==> src/rtl/lock_pkg.sv <==
// Shared definitions for the digital lock and its code sender.
package lock_pkg;

  localparam int unsigned SYMBOL_W = 3;

  // Symbol that returns the lock to its start state.
  localparam logic [SYMBOL_W-1:0] IDLE_SYM = 3'b000;

  // Unlock code, symbol 0 in the most-significant group.
  localparam logic [3*SYMBOL_W-1:0] LOCK_CODE = 9'b011_111_101;

  typedef enum logic [1:0] {
    StIdle,
    StSend,
    StWait,
    StGap
  } sender_state_e;

endpackage

==> src/rtl/lock_hold_counter.sv <==
// Loadable down-counter with terminal-count flag; times symbol holds, timeouts and gaps.
// Loading N-1 makes tc_o high on the N-th cycle after the load.
module lock_hold_counter #(
  parameter int unsigned Width = 2
) (
  input  logic             clk,
  input  logic             reset,
  input  logic             load_i,
  input  logic [Width-1:0] load_val_i,
  output logic             tc_o
);

  logic [Width-1:0] cnt_q;

  // Load has priority; otherwise count down and rest at zero.
  always_ff @(posedge clk) begin
    if (reset) begin
      cnt_q <= '0;
    end else if (load_i) begin
      cnt_q <= load_val_i;
    end else if (cnt_q != '0) begin
      cnt_q <= cnt_q - Width'(1);
    end
  end

  assign tc_o = (cnt_q == '0);

endmodule

==> src/rtl/lock_code_sender.sv <==
// Plays a stored code onto the lock's x input and reports pass/fail from its y flag.
// Build option: define LOCK_SENDER_RETRY_EN to enable gap-separated retries up to
// MAX_ATTEMPTS; otherwise a single attempt is made and GAP is never entered.
module lock_code_sender
  import lock_pkg::*;
#(
  parameter int unsigned SYMBOL_W     = 3,
  parameter int unsigned CODE_LEN     = 3,
  parameter int unsigned HOLD_CYCLES  = 1,
  parameter int unsigned TIMEOUT      = 4,
  parameter int unsigned GAP_CYCLES   = 2,
  parameter int unsigned MAX_ATTEMPTS = 3
) (
  input  logic                                clk,
  input  logic                                reset,
  input  logic                                start,
  input  logic [CODE_LEN*SYMBOL_W-1:0]        code,
  input  logic                                y_in,
  output logic [SYMBOL_W-1:0]                 x_out,
  output logic                                busy,
  output logic                                done,
  output logic                                pass,
  output logic                                fail,
  output logic [$clog2(MAX_ATTEMPTS+1)-1:0]   attempts
);

  localparam int unsigned CodeW = CODE_LEN * SYMBOL_W;
  localparam int unsigned AttW  = $clog2(MAX_ATTEMPTS + 1);
  localparam int unsigned IdxW  = (CODE_LEN > 1) ? $clog2(CODE_LEN) : 1;
  localparam int unsigned HoldM = HOLD_CYCLES - 1;
  localparam int unsigned ToutM = TIMEOUT - 1;
  localparam int unsigned GapM  = GAP_CYCLES - 1;
  localparam int unsigned Max1  = (HoldM > ToutM) ? HoldM : ToutM;
  localparam int unsigned CntMx = (Max1 > GapM) ? Max1 : GapM;
  localparam int unsigned CntW  = (CntMx < 2) ? 1 : $clog2(CntMx + 1);

  localparam logic [SYMBOL_W-1:0] Idle = SYMBOL_W'(IDLE_SYM);

  // Symbol k of a code, symbol 0 taken from the most-significant group.
  function automatic logic [SYMBOL_W-1:0] sym_at(input logic [CodeW-1:0] c,
                                                 input int unsigned k);
    logic [CodeW-1:0] s;
    s = c << (k * SYMBOL_W);
    return s[CodeW-1 -: SYMBOL_W];
  endfunction

  sender_state_e       state_q;
  logic [CodeW-1:0]    code_q;
  logic [IdxW-1:0]     idx_q;
  logic [SYMBOL_W-1:0] x_q;
  logic                busy_q, done_q, pass_q, fail_q;
  logic [AttW-1:0]     att_q;

  logic                cnt_load;
  logic [CntW-1:0]     cnt_val;
  logic                cnt_tc;
  logic                accept;
  logic                last_sym;

  // A start coinciding with the done pulse is refused.
  assign accept   = (state_q == StIdle) && start && !done_q;
  assign last_sym = (idx_q == IdxW'(CODE_LEN - 1));

  // Reload the shared timer on every phase boundary.
  always_comb begin
    cnt_load = 1'b0;
    cnt_val  = '0;
    case (state_q)
      StIdle: begin
        cnt_load = accept;
        cnt_val  = CntW'(HoldM);
      end
      StSend: begin
        cnt_load = cnt_tc;
        cnt_val  = last_sym ? CntW'(ToutM) : CntW'(HoldM);
      end
`ifdef LOCK_SENDER_RETRY_EN
      StWait: begin
        cnt_load = !y_in && cnt_tc;
        cnt_val  = CntW'(GapM);
      end
      StGap: begin
        cnt_load = cnt_tc;
        cnt_val  = CntW'(HoldM);
      end
`endif
      default: ;
    endcase
  end

  lock_hold_counter #(
    .Width(CntW)
  ) u_hold_counter (
    .clk       (clk),
    .reset     (reset),
    .load_i    (cnt_load),
    .load_val_i(cnt_val),
    .tc_o      (cnt_tc)
  );

  // Sequencer with registered outputs.
  always_ff @(posedge clk) begin
    if (reset) begin
      state_q <= StIdle;
      code_q  <= '0;
      idx_q   <= '0;
      x_q     <= Idle;
      busy_q  <= 1'b0;
      done_q  <= 1'b0;
      pass_q  <= 1'b0;
      fail_q  <= 1'b0;
      att_q   <= '0;
    end else begin
      done_q <= 1'b0;
      case (state_q)
        StIdle: begin
          if (accept) begin
            code_q  <= code;
            pass_q  <= 1'b0;
            fail_q  <= 1'b0;
            att_q   <= AttW'(1);
            idx_q   <= '0;
            x_q     <= sym_at(code, 0);
            busy_q  <= 1'b1;
            state_q <= StSend;
          end
        end
        StSend: begin
          if (cnt_tc) begin
            if (last_sym) begin
              x_q     <= Idle;
              state_q <= StWait;
            end else begin
              idx_q <= idx_q + IdxW'(1);
              x_q   <= sym_at(code_q, int'(idx_q) + 1);
            end
          end
        end
        StWait: begin
          if (y_in) begin
            pass_q  <= 1'b1;
            done_q  <= 1'b1;
            busy_q  <= 1'b0;
            state_q <= StIdle;
          end else if (cnt_tc) begin
`ifdef LOCK_SENDER_RETRY_EN
            if (att_q < AttW'(MAX_ATTEMPTS)) begin
              state_q <= StGap;
            end else begin
              fail_q  <= 1'b1;
              done_q  <= 1'b1;
              busy_q  <= 1'b0;
              state_q <= StIdle;
            end
`else
            fail_q  <= 1'b1;
            done_q  <= 1'b1;
            busy_q  <= 1'b0;
            state_q <= StIdle;
`endif
          end
        end
`ifdef LOCK_SENDER_RETRY_EN
        StGap: begin
          if (cnt_tc) begin
            att_q   <= att_q + AttW'(1);
            idx_q   <= '0;
            x_q     <= sym_at(code_q, 0);
            state_q <= StSend;
          end
        end
`endif
        default: state_q <= StIdle;
      endcase
    end
  end

  assign x_out    = x_q;
  assign busy     = busy_q;
  assign done     = done_q;
  assign pass     = pass_q;
  assign fail     = fail_q;
  assign attempts = att_q;

endmodule

==> config.mk <==
export PLATFORM = sky130hd
export DESIGN_NAME = lock_code_sender
export DESIGN_NICKNAME = d
export VERILOG_FILES = /design/src/rtl/lock_pkg.sv /design/src/rtl/lock_hold_counter.sv /design/src/rtl/lock_code_sender.sv
export SDC_FILE = /design/constraint.sdc
export NUM_CORES = 1
export LEC_CHECK = 0
export ABC_AREA = 1
export CORE_MARGIN = 2
export CORE_UTILIZATION = 50
export CTS_BUF_LIST = sky130_fd_sc_hd__clkbuf_4 sky130_fd_sc_hd__clkbuf_8 sky130_fd_sc_hd__clkbuf_16
export DETAILED_ROUTE_END_ITERATION = 7
export PLACE_DENSITY = 0.81
export RECOVER_POWER = 50
export SKIP_LAST_GASP = 1
export SYNTH_ARGS = -nofsm -noshare
export SYNTH_HDL_FRONTEND = slang
export SYNTH_SLANG_ARGS = --single-unit
==> constraint.sdc <==
create_clock -name clk -period 4 [get_ports clk]
set_input_delay 0.4 -clock clk [delete_from_list [all_inputs] [get_ports clk]]
set_output_delay 0.4 -clock clk [all_outputs]
set_load 0.02 [all_outputs]
# After elaboration in Yosys (flattened, before gate mapping)
# Cells that the tools add are included.
# classes
addsub	3
n_mul	1
eq_ne	11
n_shift	1
n_mux	31
bitwise_logic	1
n_reduce_logical	17
# op_table
op	count
2-to-1 mux 2 bit	12
!= test 2 bit, second input constant	7
AND reduction 4 bit	3
2-to-1 mux 1 bit	9
2-to-1 mux 3 bit	3
AND reduction 3 bit	3
left shift 9 x 5 -> 9 bit	1
case mux 1 bit (2 select lines)	4
nonzero test 2 bit	4
case mux 2 bit (3 select lines)	1
case mux 3 bit (2 select lines)	1
multiplier 3 x 2 -> 5 bit, second input constant	1
equality test 2 bit, second input constant	2
logical NOT 2 bit	2
case mux 2 bit (2 select lines)	1
adder 2 x 1 -> 3 bit, second input constant	1
!= test 3 bit, second input constant	1
adder 2 x 1 -> 2 bit, second input constant	1
equality test 2 x 1 -> 1 bit, second input constant	1
logical AND 1 bit	2
AND reduction 2 bit	1
OR reduction 2 bit	1
subtractor 2 x 1 -> 2 bit, second input constant	1
logical NOT 1 bit	1
NOT 1 bit	1
# totals
regBits	23
input_bits	13
out_inout_bits	9
word_cells	75

# Longest topological paths before layout
# Gate-level depths: netlist of run 1.
# depth
word_depth	6
ltp_mapped	10

# Modules after synthesis
# From an unflattened synthesis of run 1, not the netlist that was laid out.
# hier_totals
cells_unflattened	189
hier_area_um2	1278.7
# modules_own_cells
mod	instances	cells_each	area_per_inst_um2	seq_area_each_um2
lock_code_sender	1	172	1164.9	420.4
lock_hold_counter	1	17	113.9	40.0

# Least setup slack after synthesis of run 1
# OpenSTA, ideal clock, no wires.
# synth_path
path_type	flip-flop to flip-flop
start	reg idx_q[0]
end	reg x_q[1] (netlist: x_out[1])
arrival_time_ns	1.475
required_ns	3.881
slack_ns	2.406
stages_incl_launch_ff	9
n_path_buf	0
period_less_slack_ns	1.594
path_cell_list	dfxtp_1 > inv_2 > ha_1 > xnor2_1 > nand2_1 > o21ai_0 > nand2_1 > nand3_1 > a21oi_1
# synth_between
elab_chain_len	6
elab_cells_between_ends	7
# synth_rtl
item	line	text
start, declared	lock_code_sender.sv:49	logic [IdxW-1:0] idx_q;
start signal, assigned	lock_code_sender.sv:134	idx_q <= idx_q + IdxW'(1);
adder 2 x 1 -> 3 bit	lock_code_sender.sv:135	x_q <= sym_at(code_q, int'(idx_q) + 1);
multiplier 3 x 2 -> 5 bit	lock_code_sender.sv:43	s = c << (k * SYMBOL_W);
left shift 9 x 5 -> 9 bit	lock_code_sender.sv:43	
2-to-1 mux 3 bit (*)	lock_code_sender.sv:130	if (last_sym) begin
2-to-1 mux 3 bit (*)	lock_code_sender.sv:129	if (cnt_tc) begin
case mux 3 bit (2 select lines) (*)	lock_code_sender.sv:115	case (state_q)
end signal, assigned	lock_code_sender.sv:123	x_q <= sym_at(code, 0);
end signal, assigned	lock_code_sender.sv:131	x_q <= Idle;
end signal, assigned	lock_code_sender.sv:135	
end, declared	lock_code_sender.sv:50	logic [SYMBOL_W-1:0] x_q;
# Every way passes the cells marked *; elsewhere a longest branch is shown, timed or not. The select of a mux whose other input is x is not followed.
# A chain may end at the register's enable or synchronous reset.

# Final worst setup path of run 1
# layout_path
start	in start
end	reg u_hold_counter.cnt_q[0]
# layout_between
elab_chain_len	4
elab_cells_between_ends	5
# layout_rtl
item	line	text
start, declared	lock_code_sender.sv:16	input logic start,
logical AND 1 bit (*) (2 in a row)	lock_code_sender.sv:61	assign accept = (state_q == StIdle) && start && !done_q;
case mux 1 bit (2 select lines) (*)	lock_code_sender.sv:68	case (state_q)
2-to-1 mux 2 bit / nonzero test 2 bit (equally long branches)	-	
end signal, assigned	lock_hold_counter.sv:20	cnt_q <= load_val_i;
end signal, assigned	lock_hold_counter.sv:22	cnt_q <= cnt_q - Width'(1);
end, declared	lock_hold_counter.sv:13	logic [Width-1:0] cnt_q;
# Every way passes the cells marked *; elsewhere a longest branch is shown, timed or not.

==> impl_metrics.toml, run 1 <==
[logic_synthesis]
synth_area_leaders = "dfxtp_1, nand2_1, a21oi_1, o21ai_0, inv_1"
synth_area_leader_cell = "dfxtp_1"
synth_cells = 184
ys.flop_type = "dfxtp_1"
ys_types = 26
ys_warn_count = 0
synth_area_per_cell_um2 = 6.895
synth_edf_count = 0
synthArstFlopShare_pct = 0
ys_seq_area_share_pct = 36.29
synth_nets = 202
ys_ff_latch = 23
syn-cell-area_mm2 = 0.001269
synth.top_cell.area_share_pct = 36.29

[worst_setup_path]
ff2ff_setup_slack_ps = 1970
r2r_start = "idx_q[0]$_SDFFE_PP0P_"
cp-start-kind = "input pin"
crit_path_start = "start"
critPathKind = "in -> reg"
rr_endpoint = "x_out[2]$_SDFFE_PP0P_"
cp_data_required_time_ps = 4250
critical_path.max_fanout = 21
endpoint = "u_hold_counter.cnt_q[0]$_SDFFE_PP0P_"
crit_path_end_kind = "register"
arrival_ps = 2390
reg2regPathDepth = 8

[placement]
place.gp.congestion = 0.8275
dp_hpwl_mm = 1.893
dp.cells = 227
io_buffers = 20

[pwr]
ir_drop_uv = 280.7
power_density_mw_per_mm2 = 460.4
p_total_w = 0.0006837
leakage_nw = 0.6457

[sta]
rsz0062_at_grt = "false"
period_minus_slack_ps = 2140
finalClockSkew_ps = 3.958
slew_headroom_pct = 47.75
fin_hold_ws_ps = 477.6
fmax_mhz = 467.2
tightest_slew_ps = 781.6
hold_viol = 0
fin_crit_sh_pct = 53.51
drv_slew = 0
finalSetupViolCount = 0
fin_tns_setup_ps = 0

[routing]
drt-total-wl_mm = 2.504
vias_per_cell = 5.173
dr.pass1.iters = 4
wl_per_cell_um = 10.84
first_iter_violations = 14
drc_errors = 0
vias = 1195
antenna_left = 0

[die]
start_util_pct = 52.16
dieHeight_um = 54.37
fp.dieW_um = 54.37
num_rows = 18
ios = 22
core-area_mm2 = 0.002432
dieArea_mm2 = 0.002956

[cells_and_area]
area_delta_synth_final_pct = 17.06
fin_util_pct = 61.06
drive_gt1_share_pct = 7.960
nets = 220
diodes = 0
fin_cells = 231

[cts]
cts.sinks = 23
cts_tree = "built"
cts_hold_buffers = 0
cts_root_buffer = "clkbuf_4"
htreeDepth = 1
clk_path_buf_depth = 2
cts_setup_buffers = 0
cts.reportedPaths.clkPinSlew_ps = 120
cts_buffers = 3
worst_skew_pair.late_latency_ps = 310
post_cts_resized = 0

[grt]
track_usage_pct = 20.06
grt_first_pass_wirelength_mm = 4.257
grt_pass1_vias = 1076
grt_max_degree = 22
overflow = 0
antenna_found_initial = 0

[worst_hold_path]
hold_path_class = "reg -> reg"

[run_status]
status = "finished, final reports clean"

[run]
cap_viol_max_count = 0
placed cells by master, fill, tap and decap left out, types with 2 or more instances in the layout:
cell	count
a21oi_1	24
clkbuf_4	3
clkdlybuf4s50_1	17
dfxtp_1	23
dlygate4sd3_1	3
ha_1	5
inv_1	19
inv_2	5
nand2_1	41
nand3_1	9
nor2_1	17
nor2_2	2
o21ai_0	20
o21ai_1	2
per-layer routing:
layer	global-route usage, %	up-vias	share of wire [%]
met5	0	-	0
met4	4.167	0	0.60
met3	5.738	2	4.6
met2	36.55	29	50
met1	23.10	544	45
li1	-	620	-
through the flow:
stage | setup slack [ps] | area (um2)
floorplan | 2406 | 1269
global placement | 1945 | 1463
detailed placement | 1864 | 1463
CTS | 1959 | 1490
global route | 1677 | 1485
finish | 1860 | 1485
sequential cells by signal (all words and copies together) (netlist names), 2 cells and up:
name / cells
code_q: 9
idx_q: 2
state_q: 2
u_hold_counter.cnt_q: 2
x_out: 3
critical path, stage by stage:
cell           delay (ps)
dlygate4sd3_1         520
inv_1                  40
nor2_1                 90
nand3_1               550
o21ai_4               390
nand3_2               150
o21ai_1               110
nor2_1                 50
nor2_1                 80
logic make-up (layout without fill, tap and decap cells):
family / Yosys count / in the layout / share of synthesized area, %
simple gates: 73 / 73 / 25.35
other cells: 1 / 1 / 0.2956
xor+xnor: 3 / 3 / 2.663
flops: 23 / 23 / 36.29
compound gates: 47 / 47 / 19.43
buf+inv: 32 / 49 / 11.04
fa+ha+maj: 5 / 5 / 4.931
where the power goes:
group / switching, W / internal, W / leakage [nW] / total, W
clock: 0.0000690 / 0.0000373 / 0.0177 / 0.000106
combinational: 0.000180 / 0.000110 / 0.438 / 0.000290
sequential: 0.0000234 / 0.000264 / 0.190 / 0.000287
total: 0.000272 / 0.000412 / 0.646 / 0.000684
cells in the mapped netlist, types with 2 or more instances:
master    number
dfxtp_1       23
buf_4          2
nor2_2         2
clkbuf_1       2
o21ai_0       20
inv_2          6
nand3_2        2
a21oi_1       24
ha_1           5
inv_1         18
nand3_1        8
nor2_1        17
nand2_1       41
o21ai_1        2
how the worst min path moves through the flow:
stage                           startpoint                      to  slack, ps  cells after the start
floorplan           code_q[8]$_SDFFE_PP0P_  code_q[8]$_SDFFE_PP0P_        430                      2
global placement         pass$_SDFFE_PP0P_       pass$_SDFFE_PP0P_        450                      2
detailed placement  code_q[2]$_SDFFE_PP0P_  code_q[2]$_SDFFE_PP0P_        460                      2
CTS                 code_q[2]$_SDFFE_PP0P_  code_q[2]$_SDFFE_PP0P_        480                      2
global route        code_q[8]$_SDFFE_PP0P_  code_q[8]$_SDFFE_PP0P_        510                      2
finish              code_q[2]$_SDFFE_PP0P_  code_q[2]$_SDFFE_PP0P_        480                      2
final cells by class:
| type | count | area, um2 |
|---|---|---|
| clock buffer | 3 | 22.52 |
| clock inverter | 1 | 5.005 |
| fill | 235 | 947.2 |
| inverter | 25 | 96.34 |
| multi-input combinational | 129 | 663.1 |
| sequential | 23 | 460.4 |
| tap | 30 | 37.54 |
| timing repair buffer | 20 | 200.2 |
Power figures use the tool's default switching activity.
==> inputs of run 2 (changes only) <==
==> constraint.sdc (replaced) <==
create_clock -name clk -period 2.1 [get_ports clk]
set_input_delay 0.21 -clock clk [delete_from_list [all_inputs] [get_ports clk]]
set_output_delay 0.21 -clock clk [all_outputs]
set_load 0.02 [all_outputs]
==> impl_metrics.toml, run 2 (same netlist as run 1, synthesis figures left out) <==
[cts]
cts_tree = "built"
cts_hold_buffers = 0
htreeDepth = 1
cts.reportedPaths.clkPinSlew_ps = 120
cts_root_buffer = "clkbuf_4"
cts_setup_buffers = 0
cts_buffers = 3
clk_path_buf_depth = 2
post_cts_resized = 0
worst_skew_pair.late_latency_ps = 310
cts.sinks = 23

[routing]
vias = 1153
dr.pass1.iters = 4
vias_per_cell = 4.948
drt-total-wl_mm = 2.594
antenna_left = 0
drc_errors = 0
first_iter_violations = 14
wl_per_cell_um = 11.13

[cells_and_area]
area_delta_synth_final_pct = 18.15
largest_reg_flops = 9
fin_cells = 233
regMostFlops = "code_q"
drive_gt1_share_pct = 8.374
nets = 222
diodes = 0
final_common_cell = "nand2_1"
layout_common_cells = "nand2_1, a21oi_1, dfxtp_1, o21ai_0, clkdlybuf4s50_1"

[grt]
overflow = 0
antenna_found_initial = 0
grt_max_degree = 21
track_usage_pct = 20.96
grt_first_pass_wirelength_mm = 4.526
grt_pass1_vias = 1111

[die]
fp.dieW_um = 54.37
dieHeight_um = 54.37
start_util_pct = 52.16
num_rows = 18
ios = 22
core-area_mm2 = 0.002432
dieArea_mm2 = 0.002956

[sta]
fin_crit_sh_pct = 86.55
period_minus_slack_ps = 1818
slew_headroom_pct = 48.35
drv_slew = 0
finalClockSkew_ps = 6.284
fmax_mhz = 550.2
finalSetupViolCount = 0
hold_viol = 0
rsz0062_at_grt = "false"
tightest_slew_ps = 774.8
fin_tns_setup_ps = 0

[pwr]
swShare_pct = 39.39
comb_power_share_pct = 43.3
power_density_mw_per_mm2 = 889.1
intPower_w = 0.0008078
seq_power_share_pct = 40.5
pwr-share-clk_pct = 16.2
ir_drop_uv = 530.7
leakage_nw = 0.6483
power_switching_w = 0.0005250
p_total_w = 0.001333

[worst_setup_path]
cp_cell_sequence = "inv_1, nand3_1, clkbuf_1, inv_2, o21ai_0, a21oi_1"
slowest_stage = "clkbuf_1"
worst_path_largest_cell_delay_ps = 610
crit_path_end_kind = "register"
cp_data_required_time_ps = 2300
cp_num_buf_inv = 3
cp-start-kind = "register"
arrival_ps = 2020
critPathKind = "reg -> reg"
critical_path.max_fanout = 20
path_delay_family = "buffers and inverters"

[worst_hold_path]
hold_path_class = "reg -> reg"

[placement]
dp_hpwl_mm = 2.061
place.gp.congestion = 0.9145
dp.cells = 229
io_buffers = 20

[run]
cap_viol_max_count = 0

[run_status]
status = "finished, final reports clean"
## run 2: changes by cell type in the layout (fill, tap and decap cells not counted), sizes merged
cell,change
clkbuf,+2
clkdlybuf4s50,+3
clkinv,-1
dlygate4sd3,-3
buf,+1
## run 2: power by group through the flow
| stage | Sequential [W] | Combinational, W | Clock [W] |
|---|---|---|---|
| 4_1_cts | 0.000540 | 0.000585 | 0.000228 |
| 6_report | 0.000539 | 0.000578 | 0.000216 |
| 3_5_place_dp | 0.000549 | 0.000584 | 0 |
| 2_1_floorplan | 0.000568 | 0.000422 | 0 |
| 3_3_place_gp | 0.000546 | 0.000558 | 0 |
| 5_1_grt | 0.000548 | 0.000669 | 0.000244 |
## run 2: final cells by class
| class | instances | area [um2] |
|---|---|---|
| Multi-Input combinational cell | 129 | 663.1 |
| Fill cell | 238 | 933.4 |
| Timing Repair Buffer | 22 | 211.5 |
| Sequential cell | 23 | 460.4 |
| Tap cell | 30 | 37.54 |
| Inverter | 25 | 96.34 |
| Clock buffer | 4 | 30.03 |
## run 2: metrics by stage
step | cell area, um2 | hold slack, ps | setup slack [ps] | util [%]
5_1_grt | 1499 | 498.7 | 117.0 | 61.63
4_1_cts | 1508 | 476.9 | 387.8 | 61.99
2_1_floorplan | 1269 | 357.4 | 505.6 | -
3_5_place_dp | 1478 | 457.0 | 397.1 | 60.75
6_report | 1499 | 472.9 | 282.4 | 61.63
3_3_place_gp | 1478 | 448.1 | 551.2 | 60.75
## run 2: worst register-to-register path: stages (launching register included)
cell      delay (ps)
dfxtp_1          450
inv_1            110
nand3_1          160
clkbuf_1         610
inv_2            130
o21ai_0          210
a21oi_1           60
## run 2: path summary, 6_finish.rpt
check / start / end / slack, ps / cells after the start
hold / removal: code_q[8]$_SDFFE_PP0P_ / code_q[8]$_SDFFE_PP0P_ / 470 / 2
hold reg to reg: code_q[8]$_SDFFE_PP0P_ / code_q[8]$_SDFFE_PP0P_ / 470 / 2
setup reg to reg: state_q[1]$_SDFFE_PP0P_ / busy$_SDFFE_PP0P_ / 280 / 6
setup / recovery: state_q[1]$_SDFFE_PP0P_ / busy$_SDFFE_PP0P_ / 280 / 6
## run 2: per-layer routing
metal	global-route usage [%]	wire [um]
met4	5.833	19
met2	38.15	1334
met5	0	0
met1	23.57	1130
met3	6.011	110
==> inputs of run 3 (changes only) <==
--- a/config.mk
+++ b/config.mk
@@ -12,7 +12,6 @@
 export DETAILED_ROUTE_END_ITERATION = 7
 export PLACE_DENSITY = 0.81
 export RECOVER_POWER = 50
-export SKIP_LAST_GASP = 1
 export SYNTH_ARGS = -nofsm -noshare
 export SYNTH_HDL_FRONTEND = slang
 export SYNTH_SLANG_ARGS = --single-unit
==> results of run 3 <==
The final DEF is identical to that of run 2; final timing and power are the same.
